===== src/rtl/tc_pkg.sv =====
// Shared encodings for the bit-serial two's-complement sequencer:
// operation codes, FSM states and the negate-decision helper.
package tc_pkg;

    typedef enum logic [1:0] {
        OP_PASS = 2'b00,
        OP_NEG  = 2'b01,
        OP_ABS  = 2'b10,
        OP_RSVD = 2'b11
    } op_e;

    typedef enum logic [1:0] {
        ST_IDLE  = 2'b00,
        ST_SHIFT = 2'b01,
        ST_DONE  = 2'b10
    } state_e;

    // Reserved op behaves as pass; abs negates only negative operands.
    function automatic logic neg_needed(input op_e op, input logic msb);
        case (op)
            OP_NEG:  return 1'b1;
            OP_ABS:  return msb;
            default: return 1'b0;
        endcase
    endfunction

endpackage


===== src/rtl/tc_serial_bit.sv =====
// One bit-slice of the copy-until-first-one rule: bits up to and including
// the first 1 pass through, every later bit is inverted when negating.
module tc_serial_bit (
    input  logic clk,
    input  logic rst,
    input  logic clr,
    input  logic en,
    input  logic do_neg,
    input  logic b_in,
    output logic r_out
);

    logic r_seen_one;

    // NOTE: sequential state is written with non-blocking assignments only,
    // so every flop samples the pre-edge value of its neighbours.
    always_ff @(posedge clk) begin
        if (rst || clr) begin
            r_seen_one <= 1'b0;
        end else if (en) begin
            r_seen_one <= r_seen_one | b_in;
        end
    end

    assign r_out = b_in ^ (do_neg & r_seen_one);

endmodule


===== src/rtl/serial_twos_complement_ctrl.sv =====
// Bit-serial pass/negate/abs sequencer: accepts an operand on a valid/ready
// handshake, processes it LSB-first one bit per clock, then offers the result.
module serial_twos_complement_ctrl
    import tc_pkg::*;
#(
    parameter int WIDTH = 4
) (
    input  logic             clk,
    input  logic             rst,
    input  logic             in_valid,
    output logic             in_ready,
    input  logic [WIDTH-1:0] in_data,
    input  logic [1:0]       in_op,
    output logic             out_valid,
    input  logic             out_ready,
    output logic [WIDTH-1:0] out_data,
    output logic             out_ovf,
    output logic             busy
);

    localparam int               CNT_W    = $clog2(WIDTH) + 1;
    localparam logic [CNT_W-1:0] CNT_LAST = CNT_W'(WIDTH - 1);
    localparam logic [CNT_W-1:0] CNT_ONE  = CNT_W'(1);
    localparam logic [WIDTH-1:0] MOST_NEG = {1'b1, {(WIDTH-1){1'b0}}};

    state_e           r_state;
    state_e           w_state_next;
    op_e              r_op;
    logic [WIDTH-1:0] r_operand;
    logic [WIDTH-1:0] r_sh;
    logic [WIDTH-1:0] r_res;
    logic [WIDTH-1:0] r_out_data;
    logic             r_out_ovf;
    logic [CNT_W-1:0] r_cnt;

    logic             w_accept;
    logic             w_shift_en;
    logic             w_last;
    logic             w_do_neg;
    logic             w_bit;
    logic [WIDTH-1:0] w_res_next;

    assign w_last     = (r_cnt == CNT_LAST);
    assign w_do_neg   = neg_needed(r_op, r_operand[WIDTH-1]);
    assign w_res_next = {w_bit, r_res[WIDTH-1:1]};

    always_ff @(posedge clk) begin
        if (rst) begin
            r_state <= ST_IDLE;
        end else begin
            r_state <= w_state_next;
        end
    end

    // NOTE: every output of this block gets a default before the case, so no
    // path leaves a signal unassigned and no latch is inferred.
    always_comb begin
        w_state_next = r_state;
        in_ready     = 1'b0;
        out_valid    = 1'b0;
        busy         = 1'b0;
        w_accept     = 1'b0;
        w_shift_en   = 1'b0;
        case (r_state)
            ST_IDLE: begin
                in_ready = 1'b1;
                if (in_valid) begin
                    w_accept     = 1'b1;
                    w_state_next = ST_SHIFT;
                end
            end
            ST_SHIFT: begin
                busy       = 1'b1;
                w_shift_en = 1'b1;
                if (w_last) begin
                    w_state_next = ST_DONE;
                end
            end
            ST_DONE: begin
                busy      = 1'b1;
                out_valid = 1'b1;
                if (out_ready) begin
                    w_state_next = ST_IDLE;
                end
            end
            default: w_state_next = ST_IDLE;
        endcase
    end

    always_ff @(posedge clk) begin
        if (rst) begin
            r_op       <= OP_PASS;
            r_operand  <= '0;
            r_sh       <= '0;
            r_res      <= '0;
            r_cnt      <= '0;
            r_out_data <= '0;
            r_out_ovf  <= 1'b0;
        end else if (w_accept) begin
            r_op      <= op_e'(in_op);
            r_operand <= in_data;
            r_sh      <= in_data;
            r_res     <= '0;
            r_cnt     <= '0;
        end else if (w_shift_en) begin
            r_sh  <= r_sh >> 1;
            r_res <= w_res_next;
            r_cnt <= r_cnt + CNT_ONE;
            // The most-negative value maps onto itself; flag it instead of widening.
            if (w_last) begin
                r_out_data <= w_res_next;
                r_out_ovf  <= w_do_neg && (r_operand == MOST_NEG);
            end
        end
    end

    tc_serial_bit u_bit (
        .clk    (clk),
        .rst    (rst),
        .clr    (w_accept),
        .en     (w_shift_en),
        .do_neg (w_do_neg),
        .b_in   (r_sh[0]),
        .r_out  (w_bit)
    );

    assign out_data = r_out_data;
    assign out_ovf  = r_out_ovf;

endmodule


===== config.mk =====
export PLATFORM = sky130hd
export DESIGN_NAME = serial_twos_complement_ctrl
export DESIGN_NICKNAME = d
export VERILOG_FILES = /design/src/rtl/tc_pkg.sv /design/src/rtl/tc_serial_bit.sv /design/src/rtl/serial_twos_complement_ctrl.sv
export SDC_FILE = /design/constraint.sdc
export NUM_CORES = 1
export LEC_CHECK = 0
export BUFFER_PORTS_ARGS = -buffer_cell sky130_fd_sc_hd__buf_2
export CORE_UTILIZATION = 25
export DETAILED_ROUTE_END_ITERATION = 12
export PLACE_DENSITY_LB_ADDON = 0.1
export SLEW_MARGIN = 20
export SYNTH_ARGS = -nofsm -noshare
export SYNTH_HDL_FRONTEND = slang
export SYNTH_SLANG_ARGS = --single-unit

===== constraint.sdc =====
create_clock -name clk -period 4.7 [get_ports clk]
set_input_delay 0.235 -clock clk [delete_from_list [all_inputs] [get_ports clk]]
set_output_delay 0.235 -clock clk [all_outputs]
set_load 0.02 [all_outputs]

### Yosys cells after proc, flatten, opt, wreduce, memory -nomap -nowiden

Cells that the tools add are included.

| storage, ports and cells | value |
|---|---|
| bits in registers | 25 |
| input bits | 10 |
| output and inout bits | 8 |
| logic and storage cells | 44 |

| operators by class | value |
|---|---|
| add/sub/neg operators | 1 |
| equality and inequality tests | 9 |
| multiplexer cells | 13 |
| bitwise logic cells | 4 |
| reductions and logical operators | 8 |

Operator list:

| cell | number |
|---|---|
| 4-bit 2-to-1 mux | 2 |
| 1-bit 2-to-1 mux | 6 |
| 2-bit 2-to-1 mux | 3 |
| 2-bit != test, second input constant | 3 |
| 2-bit one-hot mux with 3 select lines | 1 |
| 3-bit AND reduction | 2 |
| 2-bit by 1-bit == test with 1-bit output, second input constant | 2 |
| 2-bit == test, second input constant | 2 |
| 4-bit == test, second input constant | 1 |
| 2-bit OR reduction | 2 |
| 3-bit by 1-bit adder with 3-bit output, second input constant | 1 |
| 3-bit by 2-bit == test with 1-bit output, second input constant | 1 |
| 2-bit logical NOT | 1 |
| 1-bit one-hot mux with 2 select lines | 1 |
| 2-bit nonzero test | 1 |
| 1-bit AND | 1 |
| 1-bit logical AND | 1 |
| 1-bit logical OR | 1 |
| 1-bit inverter | 1 |
| 1-bit OR | 1 |
| 1-bit XOR | 1 |

### Longest topological paths before layout

| logic depth | value |
|---|---|
| word-level depth | 4 |
| mapped depth | 7 |
| depth with buffers taken out | 6 |

### Cells and area by module

A second synthesis with hierarchy kept.

| unflattened totals | value |
|---|---|
| cell total of the unflattened synthesis | 119 |
| area, all modules | 1046.0 µm² |

By module, submodules not included:

| module | instances | cells an instance | area each (µm²) | seq. area each (µm²) |
|---|---|---|---|---|
| serial_twos_complement_ctrl | 1 | 114 | 998.5 | 460.4 |
| tc_serial_bit | 1 | 5 | 47.5 | 20.0 |

### Worst setup path after synthesis

Ideal clock, no wire load.

| timing | value |
|---|---|
| path type | register to register |
| start | register r_state[1] |
| end | register r_state[0] |
| library setup time | 128 ps |
| arrival time | 1408 ps |
| data required time | 4572 ps |
| setup slack | 3165 ps |
| stages on the path, launching flop included | 7 |
| buffers on the path | 1 |
| clock period less this slack | 1535 ps |
| path through | dfxtp_1 > inv_1 > ha_1 > buf_6 > a222oi_1 > mux2i_1 > nor2_1 |

| on the way | value |
|---|---|
| cells in the longest elaborated chain, start to end | 3 |
| elaborated cells between the ends (all ways) | 8 |
| those cells by class | 5 x eq/ne; 1 x mux; 2 x reduce/logical |

Ends and longest elaborated chain:

| what | line | source |
|---|---|---|
| from (decl) | serial_twos_complement_ctrl.sv:26 | `state_e r_state;` |
| from (signal assigned) | serial_twos_complement_ctrl.sv:51 | `r_state <= w_state_next;` |
| 2-bit by 1-bit == test with 1-bit output (tied with other cells) | serial_twos_complement_ctrl.sv:64 | `case (r_state)` |
| 2-bit != test (no source line) | n/a |  |
| 3-bit AND reduction (no source line) | n/a |  |

Several ways; a longest one is shown, not always the timed one.
A chain may end at the register's enable or synchronous reset.

### Final worst setup path

| timing | value |
|---|---|
| start | register r_state[1] |
| end | register r_state[1] |

| on the way | value |
|---|---|
| elaborated cells between the ends (all ways) | 8 |
| those cells by class | 5 x eq/ne; 1 x mux; 2 x reduce/logical |

RTL lines:

| what | line | source |
|---|---|---|
| 2-bit == test (tied with other cells) | serial_twos_complement_ctrl.sv:64 |  |
| 2-bit one-hot mux with 3 select lines * | serial_twos_complement_ctrl.sv:64 |  |
| via w_state_next[1] | serial_twos_complement_ctrl.sv:27 | `state_e w_state_next;` |

The timed path passes the listed nets; every way through them passes the cells marked *.

==> run summary <==
RUN STATUS
-------------------------------------------------------------------------------------
Outcome                                                                  finished, final reports clean

LAYOUT
-------------------------------------------------------------------------------------
Number of inserted diodes                                                           0
Number of non-filler instances in the completed layout                            177
Fraction of layout instances using a drive strength above 1                     18.1%
Number of filler instances in the final layout                                    431
# nets final                                                                      147
Post-layout instance area                                                 0.00119 mm²
Area delta synth->final                                                         14.6%

ROUTE
-------------------------------------------------------------------------------------
Count of routing violations after the opening detailed-route iteration             17
Ratio of routed vias to standard cells                                           4.35
Post-detailed-route DRC marker count                                                0
Post-route antenna net violation count                                              0
Routed via count                                                                  770
1st-pass router iterations                                                          4
Routed length per placed instance                                             11.5 µm
Total length of routed wires                                                  2040 µm

HOLD PATH
-------------------------------------------------------------------------------------
Worst min-delay path class                                               input pin to register

POWER
-------------------------------------------------------------------------------------
Net Sw Frac                                                                     35.6%
Net switching power                                                            209 µW
Internal Pwr Total                                                             378 µW
Combinational Power Share                                                       36.0%
Maximum ir drop on the vdd rail                                              0.236 mV
Part of the power in registers                                                  43.6%
Power share of the clock group                                                  20.4%
Power Dens Cells                                                           491 mW/mm²
Leakage Power                                                             0.000488 µW

YOSYS
-------------------------------------------------------------------------------------
Fraction of registers with async set or reset after synthesis                      0%
Area contributors post-synth                                             dfxtp_1 (46%), ha_1 (9.6%), mux2i_1 (8.6%), a21oi_1 (5.8%), nand2_1 (5.8%)
Number of storage elements in the synthesis netlist                                24
Synth top area share                                                            46.1%
Commonest cells post-synth                                               dfxtp_1 (24), nand2_1 (16), nor2_1 (14)
Synth cell types                                                                   21
Main synth FF type                                                            dfxtp_1
Sequential cell area fraction in the yosys report                               46.1%
Cell count after synthesis                                                        114
Average cell area after synthesis                                            9.14 µm²
Most frequent cell after synthesis                                            dfxtp_1
Number of nets produced by synthesis                                              132
Cell type contributing the most total cell area after synthesis               dfxtp_1
Syn Std Cell Area                                                         0.00104 mm²
Number of warnings printed during yosys synthesis                                   0
Number of enable-type register cells in the synthesized netlist                     0

GRT
-------------------------------------------------------------------------------------
Antenna violations before repair                                                    0
Vias in the first global route                                                    816
Total congestion overflow                                                           0
Global-route wire length before repair                                        3620 µm
Largest net degree at the start of global routing                                  19
All-layer global routing usage                                                  11.1%

PLACE
-------------------------------------------------------------------------------------
Cells after DPL                                                                   174
Detailed placer's ending HPWL                                                 1470 µm
GPL Wtd Cong                                                                    0.651
Count of input and output buffers                                                  17
Worst setup slack before clock tree synthesis                                 2.81 ns
Dpl cell area                                                             0.00115 mm²

CLOCK NETWORK
-------------------------------------------------------------------------------------
Clock tree from TritonCTS                                                        done
Clock Tree Root                                                              clkbuf_8
CTS-repair resized insts                                                            0
Number of buffers inserted during clock tree synthesis                              3
Register clock-pin slew on the reported worst setup and hold paths            0.08 ns
H-Tree Level Count                                                                  1
Cts hold-fix bufs                                                                   0
Worst-skew pair later-pin latency                                             0.26 ns
Number of post-CTS setup repair buffers                                             0
Clk sinks                                                                          24
Number of buffers between clock root and the deepest sink                           2

STA
-------------------------------------------------------------------------------------
Final worst path period share                                                   40.7%
Count of final hold-check violations                                                0
F_max                                                                         522 MHz
Worst Hold Margin                                                            0.204 ns
Min Tclk post-route                                                           1.91 ns
Slew of the pin with the lowest slew margin                                  0.651 ns
Sum of negative setup slack                                                      0 ns
Final setup violating endpoints                                                     0
Final clock skew                                                           0.00235 ns
Max-slew violation count                                                            0
Unrepaired setup endpoints after global routing                                 false
Max-slew headroom                                                               56.6%
Worst Setup Slack, final                                                      2.79 ns

DIE
-------------------------------------------------------------------------------------
Die extent in x                                                               66.6 µm
Core ar.                                                                  0.00400 mm²
Number of top-level pins                                                           18
Overall die area                                                          0.00443 mm²
Die Height                                                                    66.6 µm
Initial core utilization                                                        26.1%
Std cell rows                                                                      23

CRITICAL PATH
-------------------------------------------------------------------------------------
Worst path arrival time                                                       2.06 ns
Sort of element at the start of the critical path                            register
Endpoint class of the critical path                                          register
Setup CP Type                                                            register to register
Critical Path RT                                                              4.85 ns
Crit path max fanout                                                               16

FLOW RUN
-------------------------------------------------------------------------------------
Max cap viols                                                                       0

[routing by layer]
layer | GRT usage, % | vias up | part of all wire, %
met5 | 0 | - | 0
met4 | 3.99 | 0 | 1.2
met3 | 3.77 | 2 | 4.2
met2 | 18.4 | 14 | 46
met1 | 13.0 | 353 | 49
li1 | - | 401 | -
[registers in the layout (all words and copies together) (netlist names)]
register,cells
out_data,4
out_ovf,1
r_cnt,3
r_op,2
r_operand,4
r_res,3
r_sh,4
r_state,2
u_bit.r_seen_one,1
[logic make-up after synthesis]
kind of cell,synth area share [%]
muxes,11.9
buffers and inverters,6.36
xor gates and xnor gates,1.68
adders and majority gates,9.60
and+or+nand+nor,15.5
AOI/OAI and AO/OA,8.88
DFF,46.1
[cell usage in the layout (no fill, tap or decap)]
cell,Yosys,layout
ha_1,8,8
xnor2_1,2,2
a211oi_1,3,3
buf_2,2,17
mux2i_1,9,9
or4b_1,1,1
inv_1,8,8
nand3b_1,1,1
nand2_1,16,16
nor2_1,14,14
nor3_1,1,1
a222oi_1,1,1
nand2b_1,1,1
and3_1,1,1
dfxtp_1,24,24
mux2_2,3,3
and2_1,1,1
clkbuf_8,0,3
a21oi_1,12,12
nor3b_1,1,1
[worst paths after layout]
kind | startpoint | end | slack (ns) | cells past startpoint
hold / removal | in_op[0] | r_op[0]$_SDFFE_PP0P_ | 0.20 | 3
hold reg to reg | r_operand[1]$_SDFFE_PP0P_ | r_operand[1]$_SDFFE_PP0P_ | 0.46 | 2
setup reg to reg | r_state[1]$_SDFFE_PP0P_ | r_state[1]$_SDFFE_PP0P_ | 2.79 | 5
setup / recovery | r_state[1]$_SDFFE_PP0P_ | r_state[1]$_SDFFE_PP0P_ | 2.79 | 5
[per-stage QoR]
step           util [%]  total power (µW)
3_5_place_dp       28.8               474
2_1_floorplan         -               439
3_3_place_gp       28.8               469
6_report           29.9               587
5_1_grt            29.9               639
4_1_cts            29.9               598
[layout make-up]
cell class                 count  area [µm²]  share of cell area, %
tap                           50        62.6                   5.24
multi-input combinational     75         495                   41.5
inverter                       8        30.0                   2.51
sequential                    24         480                   40.2
timing repair buffer          17        85.1                   7.12
clock buffer                   3        41.3                   3.46
[power groups by stage]
stage	sequential, µW	combinational [µW]	clock, µW
detailed placement	261	213	0
CTS	256	214	128
floorplan	254	184	0
global placement	259	210	0
finish	256	211	120
global route	261	241	136
[critical path, cell delays in order (launching register included)]
cell	delay [ns]
dfxtp_1	0.36
inv_1	0.08
ha_1	0.41
a222oi_1	0.63
mux2i_1	0.26
nor2_1	0.05
No activity file was read; power rests on OpenSTA's default activity.
